### src/rtl/adder_pipe_n_bit_if.sv
// Streaming operand/result bundle for adder_pipe_n_bit.
// master = producer/consumer side (bench or upstream logic); slave = the adder.
interface adder_pipe_n_bit_if #(
  parameter int WIDTH = 16
);
  logic             in_valid;
  logic             in_ready;
  logic [WIDTH-1:0] A;
  logic [WIDTH-1:0] B;
  logic             cin;
  logic             sub;
  logic             out_valid;
  logic             out_ready;
  logic [WIDTH-1:0] Sum;
  logic             cout;
  logic             ovf;

  modport master (
    output in_valid, A, B, cin, sub, out_ready,
    input  in_ready, out_valid, Sum, cout, ovf
  );

  modport slave (
    input  in_valid, A, B, cin, sub, out_ready,
    output in_ready, out_valid, Sum, cout, ovf
  );
endinterface

### src/rtl/adder_pipe_n_bit.sv
// WIDTH-bit add/subtract pipelined as STAGES carry-chained chunks, valid/ready streaming.
// Define ADDER_PIPE_SAT_EN to clamp Sum to the signed extreme on overflow.
module adder_pipe_n_bit #(
  parameter int WIDTH  = 16,
  parameter int STAGES = 4
) (
  input logic               clk,
  input logic               rst_n,
  adder_pipe_n_bit_if.slave bus
);
  localparam int CW = WIDTH / STAGES;

  logic             w_adv;
  logic [WIDTH-1:0] w_bx_in;
  logic             w_cx_in;
  logic             r_out_v;
  logic [WIDTH-1:0] r_sum;
  logic             r_cout;
  logic             r_ovf;

  assign w_adv         = !r_out_v || bus.out_ready;
  assign bus.in_ready  = w_adv;
  assign bus.out_valid = r_out_v;
  assign bus.Sum       = r_sum;
  assign bus.cout      = r_cout;
  assign bus.ovf       = r_ovf;

  assign w_bx_in = bus.sub ? ~bus.B : bus.B;
  assign w_cx_in = bus.sub ? ~bus.cin : bus.cin;

  // Stage k sees only the operand chunks not yet consumed (k..STAGES-1) and
  // the finished low sum chunks (0..k-1); register widths shrink/grow to match.
  for (genvar k = 0; k < STAGES; k++) begin : g_st
    localparam int UW = WIDTH - k * CW;
    localparam int SW = (k + 1) * CW;

    logic          w_vi;
    logic [UW-1:0] w_a;
    logic [UW-1:0] w_bx;
    logic          w_ci;
    logic [CW:0]   w_t;
    logic [SW-1:0] w_s;

    if (k == 0) begin : g_in
      assign w_vi = bus.in_valid;
      assign w_a  = bus.A;
      assign w_bx = w_bx_in;
      assign w_ci = w_cx_in;
      assign w_s  = w_t[CW-1:0];
    end else begin : g_in
      assign w_vi = g_st[k-1].g_mid.r_v;
      assign w_a  = g_st[k-1].g_mid.r_a;
      assign w_bx = g_st[k-1].g_mid.r_bx;
      assign w_ci = g_st[k-1].g_mid.r_c;
      assign w_s  = {w_t[CW-1:0], g_st[k-1].g_mid.r_s};
    end

    assign w_t = {1'b0, w_a[CW-1:0]} + {1'b0, w_bx[CW-1:0]} + (CW+1)'(w_ci);

    if (k < STAGES - 1) begin : g_mid
      logic             r_v;
      logic             r_c;
      logic [UW-CW-1:0] r_a;
      logic [UW-CW-1:0] r_bx;
      logic [SW-1:0]    r_s;

      always_ff @(posedge clk) begin
        if (!rst_n) begin
          r_v  <= 1'b0;
          r_c  <= 1'b0;
          r_a  <= '0;
          r_bx <= '0;
          r_s  <= '0;
        end else if (w_adv) begin
          r_v  <= w_vi;
          r_c  <= w_t[CW];
          r_a  <= w_a[UW-1:CW];
          r_bx <= w_bx[UW-1:CW];
          r_s  <= w_s;
        end
      end
    end else begin : g_last
      logic             w_ovf;
      logic [WIDTH-1:0] w_res;

      // Top bit of the last chunk is the operand MSB.
      assign w_ovf = (w_a[UW-1] == w_bx[UW-1]) && (w_s[WIDTH-1] != w_a[UW-1]);

`ifdef ADDER_PIPE_SAT_EN
      assign w_res = !w_ovf   ? w_s :
                     w_a[UW-1] ? {1'b1, {(WIDTH-1){1'b0}}} :
                                 {1'b0, {(WIDTH-1){1'b1}}};
`else
      assign w_res = w_s;
`endif

      always_ff @(posedge clk) begin
        if (!rst_n) begin
          r_out_v <= 1'b0;
          r_sum   <= '0;
          r_cout  <= 1'b0;
          r_ovf   <= 1'b0;
        end else if (w_adv) begin
          r_out_v <= w_vi;
          r_sum   <= w_res;
          r_cout  <= w_t[CW];
          r_ovf   <= w_ovf;
        end
      end
    end
  end
endmodule

### src/flat_wrapper.sv
// flat-port wrapper written by rule: the top's interface ports become plain ports
module adder_pipe_n_bit_flat 
#(
  parameter int WIDTH  = 16,
  parameter int STAGES = 4
)
  (clk, rst_n, bus_in_valid, bus_A, bus_B, bus_cin, bus_sub, bus_out_ready, bus_in_ready, bus_out_valid, bus_Sum, bus_cout, bus_ovf);
  adder_pipe_n_bit_if #(.WIDTH(WIDTH)) bus_i ();
  input logic clk;
  input logic rst_n;
  input wire logic [$bits(bus_i.in_valid)-1:0] bus_in_valid;
  input wire logic [$bits(bus_i.A)-1:0] bus_A;
  input wire logic [$bits(bus_i.B)-1:0] bus_B;
  input wire logic [$bits(bus_i.cin)-1:0] bus_cin;
  input wire logic [$bits(bus_i.sub)-1:0] bus_sub;
  input wire logic [$bits(bus_i.out_ready)-1:0] bus_out_ready;
  output wire logic [$bits(bus_i.in_ready)-1:0] bus_in_ready;
  output wire logic [$bits(bus_i.out_valid)-1:0] bus_out_valid;
  output wire logic [$bits(bus_i.Sum)-1:0] bus_Sum;
  output wire logic [$bits(bus_i.cout)-1:0] bus_cout;
  output wire logic [$bits(bus_i.ovf)-1:0] bus_ovf;
  assign bus_i.in_valid = bus_in_valid;
  assign bus_i.A = bus_A;
  assign bus_i.B = bus_B;
  assign bus_i.cin = bus_cin;
  assign bus_i.sub = bus_sub;
  assign bus_i.out_ready = bus_out_ready;
  assign bus_in_ready = bus_i.in_ready;
  assign bus_out_valid = bus_i.out_valid;
  assign bus_Sum = bus_i.Sum;
  assign bus_cout = bus_i.cout;
  assign bus_ovf = bus_i.ovf;
  adder_pipe_n_bit #(.WIDTH(WIDTH), .STAGES(STAGES)) u_core (.clk(clk), .rst_n(rst_n), .bus(bus_i));
endmodule
### config.mk
export PLATFORM = sky130hd
export DESIGN_NAME = adder_pipe_n_bit_flat
export DESIGN_NICKNAME = d
export VERILOG_FILES = /design/src/rtl/adder_pipe_n_bit_if.sv /design/src/rtl/adder_pipe_n_bit.sv /design/src/flat_wrapper.sv
export SDC_FILE = /design/constraint.sdc
export NUM_CORES = 1
export LEC_CHECK = 0
export ABC_AREA = 1
export CAP_MARGIN = 20
export CORE_MARGIN = 2
export CORE_UTILIZATION = 49
export CTS_CLUSTER_SIZE = 10
export DETAILED_ROUTE_END_ITERATION = 7
export GPL_ROUTABILITY_DRIVEN = 0
export PLACE_DENSITY = 0.83
export SYNTH_ARGS = -nofsm -noshare
export SYNTH_HDL_FRONTEND = slang
export SYNTH_SLANG_ARGS = --single-unit
### constraint.sdc
create_clock -name clk -period 1.98 [get_ports clk]
set_clock_uncertainty 0.2 [all_clocks]
set_input_delay 0.198 -clock clk [delete_from_list [all_inputs] [get_ports clk]]
set_output_delay 0.198 -clock clk [all_outputs]
set_load 0.1 [all_outputs]
; Word-level counts from Yosys, hierarchy flattened
; Cells that the tools add are included.
[op_classes]
muxes = 2
bitwise_logic = 2
reduce_logical = 3
n_eq_ne = 2
addsub = 8
[ops]
columns = op, count
row1 = adder 4 x 4 -> 5 bit, 4
row2 = adder 5 x 1 -> 5 bit, 4
row3 = 2-to-1 mux 16 bit, 1
row4 = inverter 16 bit, 1
row5 = equality test 1 bit, 1
row6 = logical AND 1 bit, 1
row7 = zero test 1 bit, 1
row8 = logical OR 1 bit, 1
row9 = 2-to-1 mux 1 bit, 1
row10 = inequality test 1 bit, 1
row11 = inverter 1 bit, 1
[totals]
out_inout_bits = 20
input_bits = 38
regBits = 97

; Depth between registers and ports, before layout
; Gate-level depths: netlist of the first run.
[depth]
depth_word = 4
mapped_depth = 11
mapped_depth_nobuf = 9

; Least setup slack after synthesis of the first run
; Ideal clock, no wire load.
[synth_timing]
kind = register -> register
startpoint = reg u_core.r_out_v, in the netlist u_core.bus.out_valid
endpoint = reg u_core.g_st[0].g_mid.r_bx[10]
n_path_buf = 2
path_slack_ps = -307
stages_incl_launch_ff = 7
arrival_time_ps = 2018
synth_period_minus_slack_ps = 2287
path_cell_list = dfxtp_1 -> inv_1 -> nor2_4 -> inv_2 -> buf_6 -> buf_2 -> a21oi_1
[synth_between]
elab_chain_cells = 2
[synth_lines]
columns = item, line_no
row1 = from (decl), adder_pipe_n_bit.sv:16  ; logic r_out_v;
row2 = from (signal assigned), adder_pipe_n_bit.sv:104  ; r_out_v <= w_vi;
row3 = zero test 1 bit, adder_pipe_n_bit.sv:21  ; assign w_adv = !r_out_v || bus.out_ready;
row4 = logical OR 1 bit, adder_pipe_n_bit.sv:21
row5 = net bus_in_ready, flat_wrapper.sv:17  ; output wire logic [$bits(bus_i.in_ready)-1:0] bus_in_ready;
row6 = to (signal assigned), adder_pipe_n_bit.sv:78  ; r_bx <= w_bx[UW-1:CW];
row7 = to (decl), adder_pipe_n_bit.sv:64  ; logic [UW-CW-1:0] r_bx;
; The timed path passes the listed nets, and every way through them passes these cells.
; A chain may end at the register's enable or synchronous reset.

; Final worst setup path of the first run
[layout_timing]
startpoint = reg u_core.g_st[1].g_mid.r_bx[0]
endpoint = reg u_core.g_st[2].g_mid.r_c
[layout_between]
elab_chain_cells = 2
[layout_lines]
columns = item, line_no
row1 = from (decl), adder_pipe_n_bit.sv:64
row2 = from (signal assigned), adder_pipe_n_bit.sv:78
row3 = adder 4 x 4 -> 5 bit, adder_pipe_n_bit.sv:58  ; assign w_t = {1'b0, w_a[CW-1:0]} + {1'b0, w_bx[CW-1:0]} + (CW+1)'(w_ci);
row4 = adder 5 x 1 -> 5 bit, adder_pipe_n_bit.sv:58
row5 = to (signal assigned), adder_pipe_n_bit.sv:76  ; r_c <= w_t[CW];
row6 = to (decl), adder_pipe_n_bit.sv:62  ; logic r_c;
; Every way passes these cells.

==> results of run 1 <==
-- worst min-delay path: cells and delay by family --
family | cells | cell delay [ns]
buffers and inverters | 2 | 0.29
AND/OR/NAND/NOR | 1 | 0.14
-- layer usage --
metal | GRT usage | vias to the layer above
met5 | 0 | -
met4 | 0.0833 | 0
met3 | 0.0527 | 17
met2 | 0.292 | 72
met1 | 0.229 | 1485
li1 | - | 1705
-- area by class of cell --
| class | instances | area [um^2] | share of cell area |
|---|---|---|---|
| Sequential cell | 97 | 1940 | 0.396 |
| Multi-Input combinational cell | 337 | 1820 | 0.371 |
| Timing Repair Buffer | 69 | 679 | 0.139 |
| Clock buffer | 10 | 138 | 0.0281 |
| Tap cell | 105 | 131 | 0.0268 |
| Inverter | 31 | 116 | 0.0237 |
| Clock inverter | 5 | 78.8 | 0.0161 |
-- cell usage after synthesis, types with 3 or more instances --
| library cell | number |
|---|---|
| buf_6 | 3 |
| dfxtp_1 | 97 |
| xor2_1 | 5 |
| fa_1 | 8 |
| ha_1 | 12 |
| nand3_1 | 16 |
| o21ai_0 | 94 |
| buf_2 | 8 |
| clkbuf_1 | 17 |
| xnor2_1 | 16 |
| nand2_1 | 16 |
| nor2_1 | 125 |
| a21oi_1 | 41 |
| inv_1 | 30 |
-- metrics by stage --
step / setup TNS (ns) / util / total power (uW) / worst slack (ns) / hold slack (ns)
detailed placement: -1.66 / 0.579 / 2910 / -0.466 / 0.233
finish: 0 / 0.606 / 4260 / 0.116 / 0.106
global route: 0 / 0.606 / 4460 / 0.0285 / 0.114
CTS: 0 / 0.606 / 4290 / 0.0862 / 0.0910
floorplan: 0 / - / 2690 / 0.0134 / 0.165
global placement: -1.33 / 0.579 / 2880 / -0.379 / 0.230
-- timing repair --
action / 4_1_cts / 5_1_grt
gates resized for setup: 1 / 1
setup endpoints to repair: 3 / 1
pin swaps: 0 / 0
-- power by group through the flow --
stage | Clock (uW) | Combinational, uW | Sequential (uW)
2_1_floorplan | 0 | 324 | 2370
3_3_place_gp | 0 | 663 | 2220
3_5_place_dp | 0 | 690 | 2220
4_1_cts | 1420 | 693 | 2180
5_1_grt | 1500 | 760 | 2200
6_report | 1390 | 691 | 2180
-- cells by family (layout without fill, tap and decap cells) --
logic type,Yosys count,count (layout),synth area share
XOR/XNOR,21,21,0.0457
AO/OA/AOI/OAI,136,136,0.169
AND/OR/NAND/NOR,160,160,0.157
adder cells (fa/ha/maj),20,20,0.0771
flip-flops,97,97,0.482
buffers and inverters,63,115,0.0687
-- sequential cells by signal (all words and copies together), names as in the netlist --
| register | flops |
|---|---|
| u_core.g_st.g_mid.r_c | 3 |
| u_core.g_st.g_mid.r_bx | 24 |
| u_core.bus.out_valid | 1 |
| u_core.g_st.g_mid.r_s | 24 |
| u_core.bus.Sum | 16 |
| u_core.g_st.g_mid.r_v | 3 |
| u_core.g_st.g_mid.r_a | 24 |
| u_core.bus.ovf | 1 |
| u_core.bus.cout | 1 |
-- path summary, 6_finish.rpt --
path	depth (start not counted)	slack [ns]	to	start
min	3	0.11	u_core.bus.Sum[15]	rst_n
min reg2reg	2	0.25	u_core.g_st[1].g_mid.r_bx[3]	u_core.g_st[0].g_mid.r_bx[7]
max	6	0.12	u_core.g_st[2].g_mid.r_c	u_core.g_st[1].g_mid.r_bx[0]
max reg2reg	6	0.12	u_core.g_st[2].g_mid.r_c	u_core.g_st[1].g_mid.r_bx[0]
==> impl_metrics.ini, run 1 <==
[clock_tree]
postCtsHoldBufs = 0
cts_made_buffers = 9
cts_tree = built
clock_path_buffers = 2
insertion_delay_ns = 0.36
cts_max_level = 3
cts_num_sinks = 97
path_clk_slew_ns = 0.08
root_buffer = clkbuf_8
post_cts_buffers = 0

[synthesis]
netlist_instances = 497
yosys_warnings = 0
ys.flop_type = dfxtp_1
yosysTopAreaCell = dfxtp_1
synth-seq-cells = 97
syn-cell-area_um2 = 4030
synth_nets = 555
netlist_top_cells_area = dfxtp_1 (48%), o21ai_0 (12%), nor2_1 (12%)
synth_top_area_frac = 0.482
syn_area_per_cell_um2 = 8.10
async_reset_ff_frac = 0
synth_edf_count = 0
seq_area_frac_synth = 0.482
synth_cell_types = 21

[place]
dp_cells = 639
port_buffers = 57
placed_cell_area_um2 = 4690
hpwl_um = 5440

[floorplan]
io_pins = 58
die_h_um = 94.7
core_area_um2 = 8090
die_x_um = 94.7
fp-row-count = 33
dieArea_um2 = 8960
start_util = 0.498

[route]
wl_met1_um = 3600
met2RoutedLength_um = 3680
final_antenna_net_count = 0
wl_per_cell_um = 12.0
met3_length_um = 408
drtPass1Iterations = 5
via_per_inst = 5.01
dr.first_iter.drc_count = 159
vias = 3279
drc = 0
wl_um = 7870
top_layer_used = met4

[timing]
min_period_over_period = 0.941
tightest_slew_ns = 0.478
finalHoldViolations = 0
min_period_ns = 1.86
slew_headroom = 0.681
rsz0062_at_grt = no
max_freq_ghz = 0.537
finalSetupViolations = 0
maxSlewViolCount = 0

[worst_setup_path]
cp_slowest_cell = fa_1
worstPathArrival_ns = 1.96
critical_path_required_ns = 2.07
cpPeakStageDelay_ns = 0.46
path_buf_inv = 1
cp-end-kind = flop
worstPathCellList = inv_1 > fa_1 > fa_2 > nor2_1 > o21ai_0 > a21oi_1
start_kind = flop
crit_fanout = 2
crit_type = flop to flop
cp_top_family = adder cells

[power]
seqPwrFrac = 0.511
p_leak_uw = 0.00225
irDropWorstVdd_uv = 396
intPower_uw = 3110
clkPwrFrac = 0.326
p_switching_uw = 1150
p_per_area_nw_per_um2 = 869
swShare = 0.270
p_comb_frac = 0.162

[finish]
final-instance-count-excl-fill = 654
drive_above_1_share = 0.0965
fin_area_um2 = 4900
diodes = 0
area_delta_synth_final_pct = 21.8
fin_nets = 603
layout_commonest_cell = nor2_1
layout_common_cells = nor2_1 (125), dfxtp_1 (96), o21ai_0 (93)
final.fill_count = 722

[grt]
track_usage = 0.183
antenna_found_initial = 0
grt_first_pass_wirelength_um = 12800
grt_pass1_vias = 2908
grt_max_degree = 49
grt.overflow.total = 0

[worst_hold_path]
hold_class = input pin to flop

[job]
maxCapViolCount = 0

[run_status]
status = completed
Note: power is estimated with default switching activity, not from simulation.
==> run 2, diff against run 1 <==
--- a/config.mk
+++ b/config.mk
@@ -8,11 +8,11 @@
 export ABC_AREA = 1
 export CAP_MARGIN = 20
 export CORE_MARGIN = 2
-export CORE_UTILIZATION = 49
+export CORE_UTILIZATION = 35
 export CTS_CLUSTER_SIZE = 10
 export DETAILED_ROUTE_END_ITERATION = 7
 export GPL_ROUTABILITY_DRIVEN = 0
-export PLACE_DENSITY = 0.83
+export PLACE_DENSITY = 0.64
 export SYNTH_ARGS = -nofsm -noshare
 export SYNTH_HDL_FRONTEND = slang
 export SYNTH_SLANG_ARGS = --single-unit
==> impl_metrics.ini, run 2 (synthesis results as in run 1) <==
[clock_tree]
cts_max_level = 3
cts_tree = built
cts_num_sinks = 97
cts_made_buffers = 9
post_cts_buffers = 0
postCtsHoldBufs = 0
cts_resized = 0
insertion_delay_ns = 0.34
path_clk_slew_ns = 0.06
root_buffer = clkbuf_16
clock_path_buffers = 2

[place]
hpwl_um = 5610
port_buffers = 57
dp_cells = 679
post-place-ws_ns = -0.346

[finish]
area_delta_synth_final_pct = 27.0
utilization = 0.452
drive_above_1_share = 0.112
reg.largest.list = u_core.g_st.g_mid.r_a x24, u_core.g_st.g_mid.r_bx x24, u_core.g_st.g_mid.r_s x24
final-instance-count-excl-fill = 695
fin_nets = 605
layout_common_cells = nor2_1 (125), dfxtp_1 (96), o21ai_0 (93)
layout_commonest_cell = nor2_1
diodes = 0

[route]
wl_per_cell_um = 11.8
final_antenna_net_count = 0
drtPass1Iterations = 4
drc = 0
dr.first_iter.drc_count = 190
wl_um = 8170
vias = 3276
via_per_inst = 4.71

[worst_setup_path]
start_kind = flop
cp_slowest_cell = fa_1
crit_type = flop to flop
worstPathCellList = fa_1 > fa_1 > nand3_1 > a21oi_1 > a21oi_1 > nor2_1
setup.worst_path.end = u_core.g_st[1].g_mid.r_c
reg2reg_depth = 6
cpPeakStageDelay_ns = 0.46
cp-end-kind = flop
crit_fanout = 2
r2r_end = u_core.g_st[1].g_mid.r_c
critical_path_required_ns = 2.01
worstPathArrival_ns = 1.88
cp-startpoint = u_core.g_st[0].g_mid.r_bx[0]
r2r-start = u_core.g_st[0].g_mid.r_bx[0]
r2r_slack_ns = 0.13

[timing]
rsz0062_at_grt = no
hold_ws_ns = 0.162
min_period_over_period = 0.933
tightest_slew_ns = 0.379
max_freq_ghz = 0.542
finalHoldViolations = 0
maxSlewViolCount = 0
slew_headroom = 0.747
min_period_ns = 1.85
setup_tns_ns = 0
layout_setup_ws_ns = 0.134
finalSetupViolations = 0

[grt]
grt.overflow.total = 0
grt_first_pass_wirelength_um = 14000
grt_pass1_vias = 3140
antenna_found_initial = 0
track_usage = 0.137
grt_max_degree = 96

[power]
intPower_uw = 3460
clkPwrFrac = 0.383
p_leak_uw = 0.00232
p_comb_frac = 0.151
swShare = 0.260
irDropWorstVdd_uv = 347
p_per_area_nw_per_um2 = 916
p_switching_uw = 1220
seqPwrFrac = 0.466

[floorplan]
dieArea_um2 = 12400
io_pins = 58
die_h_um = 111
fp-row-count = 39
core_area_um2 = 11300
die_x_um = 111
start_util = 0.356

[job]
maxCapViolCount = 0

[run_status]
status = completed

[worst_hold_path]
hold_class = input pin to flop
worstHoldPathCells = 4
## run 2: changes by cell type in the layout (fill, tap and decap cells not counted), moves of 2 or more
| cell | previous run | this run |
|---|---|---|
| clkbuf_16 | 0 | 9 |
| dlymetal6s2s_1 | 0 | 2 |
| a21oi_2 | 0 | 2 |
| buf_4 | 26 | 28 |
| clkinvlp_4 | 0 | 2 |
| clkbuf_8 | 10 | 3 |
| a21oi_1 | 41 | 39 |
## run 2: worst min path at each step
| stage | startpoint | end | slack [ns] |
|---|---|---|---|
| after floorplan | bus_A[4] | u_core.g_st[0].g_mid.r_a[0] | 0.16 |
| after global placement | u_core.g_st[0].g_mid.r_bx[7] | u_core.g_st[1].g_mid.r_bx[3] | 0.24 |
| after detailed placement | u_core.g_st[0].g_mid.r_bx[10] | u_core.g_st[1].g_mid.r_bx[6] | 0.24 |
| after CTS | rst_n | u_core.bus.Sum[15] | 0.16 |
| after global routing | rst_n | u_core.g_st[1].g_mid.r_v | 0.19 |
| final | rst_n | u_core.g_st[1].g_mid.r_v | 0.16 |
## run 2: final cells by class
type / instances / area, um^2
sequential: 97 / 1940
clock inverter: 4 / 50.0
timing repair buffer: 71 / 692
clock buffer: 12 / 267
tap: 143 / 179
inverter: 31 / 116
multi-input combinational: 337 / 1870
fill: 1109 / 6210
## run 2: power groups by stage
stage	logic [uW]	clock network, uW	registers, uW
after floorplan	324	0	2370
after global placement	672	0	2220
after detailed placement	688	0	2230
after CTS	691	1840	2180
after global routing	777	1930	2200
final	705	1790	2180
## run 2: per-layer routing
metal | part of all wire | global-route usage | up-vias
li1 | - | - | 1709
met1 | 0.47 | 0.168 | 1489
met2 | 0.46 | 0.230 | 66
met3 | 0.041 | 0.0306 | 12
met4 | 0.021 | 0.0650 | 0
met5 | 0 | 0 | -
## run 2: per-stage QoR
step           total power [uW]  cell area (um^2)
3_3_place_gp               2890              4740
4_1_cts                    4710              5050
5_1_grt                    4910              5110
3_5_place_dp               2920              4740
2_1_floorplan              2690              4040
6_report                   4680              5110
## run 2: critical path: cells and delay by family, from the launching register on
kind	cells	cell delay, ns
flops	1	0.33
simple gates	2	0.15
fa+ha+maj	2	0.88
compound gates	2	0.18
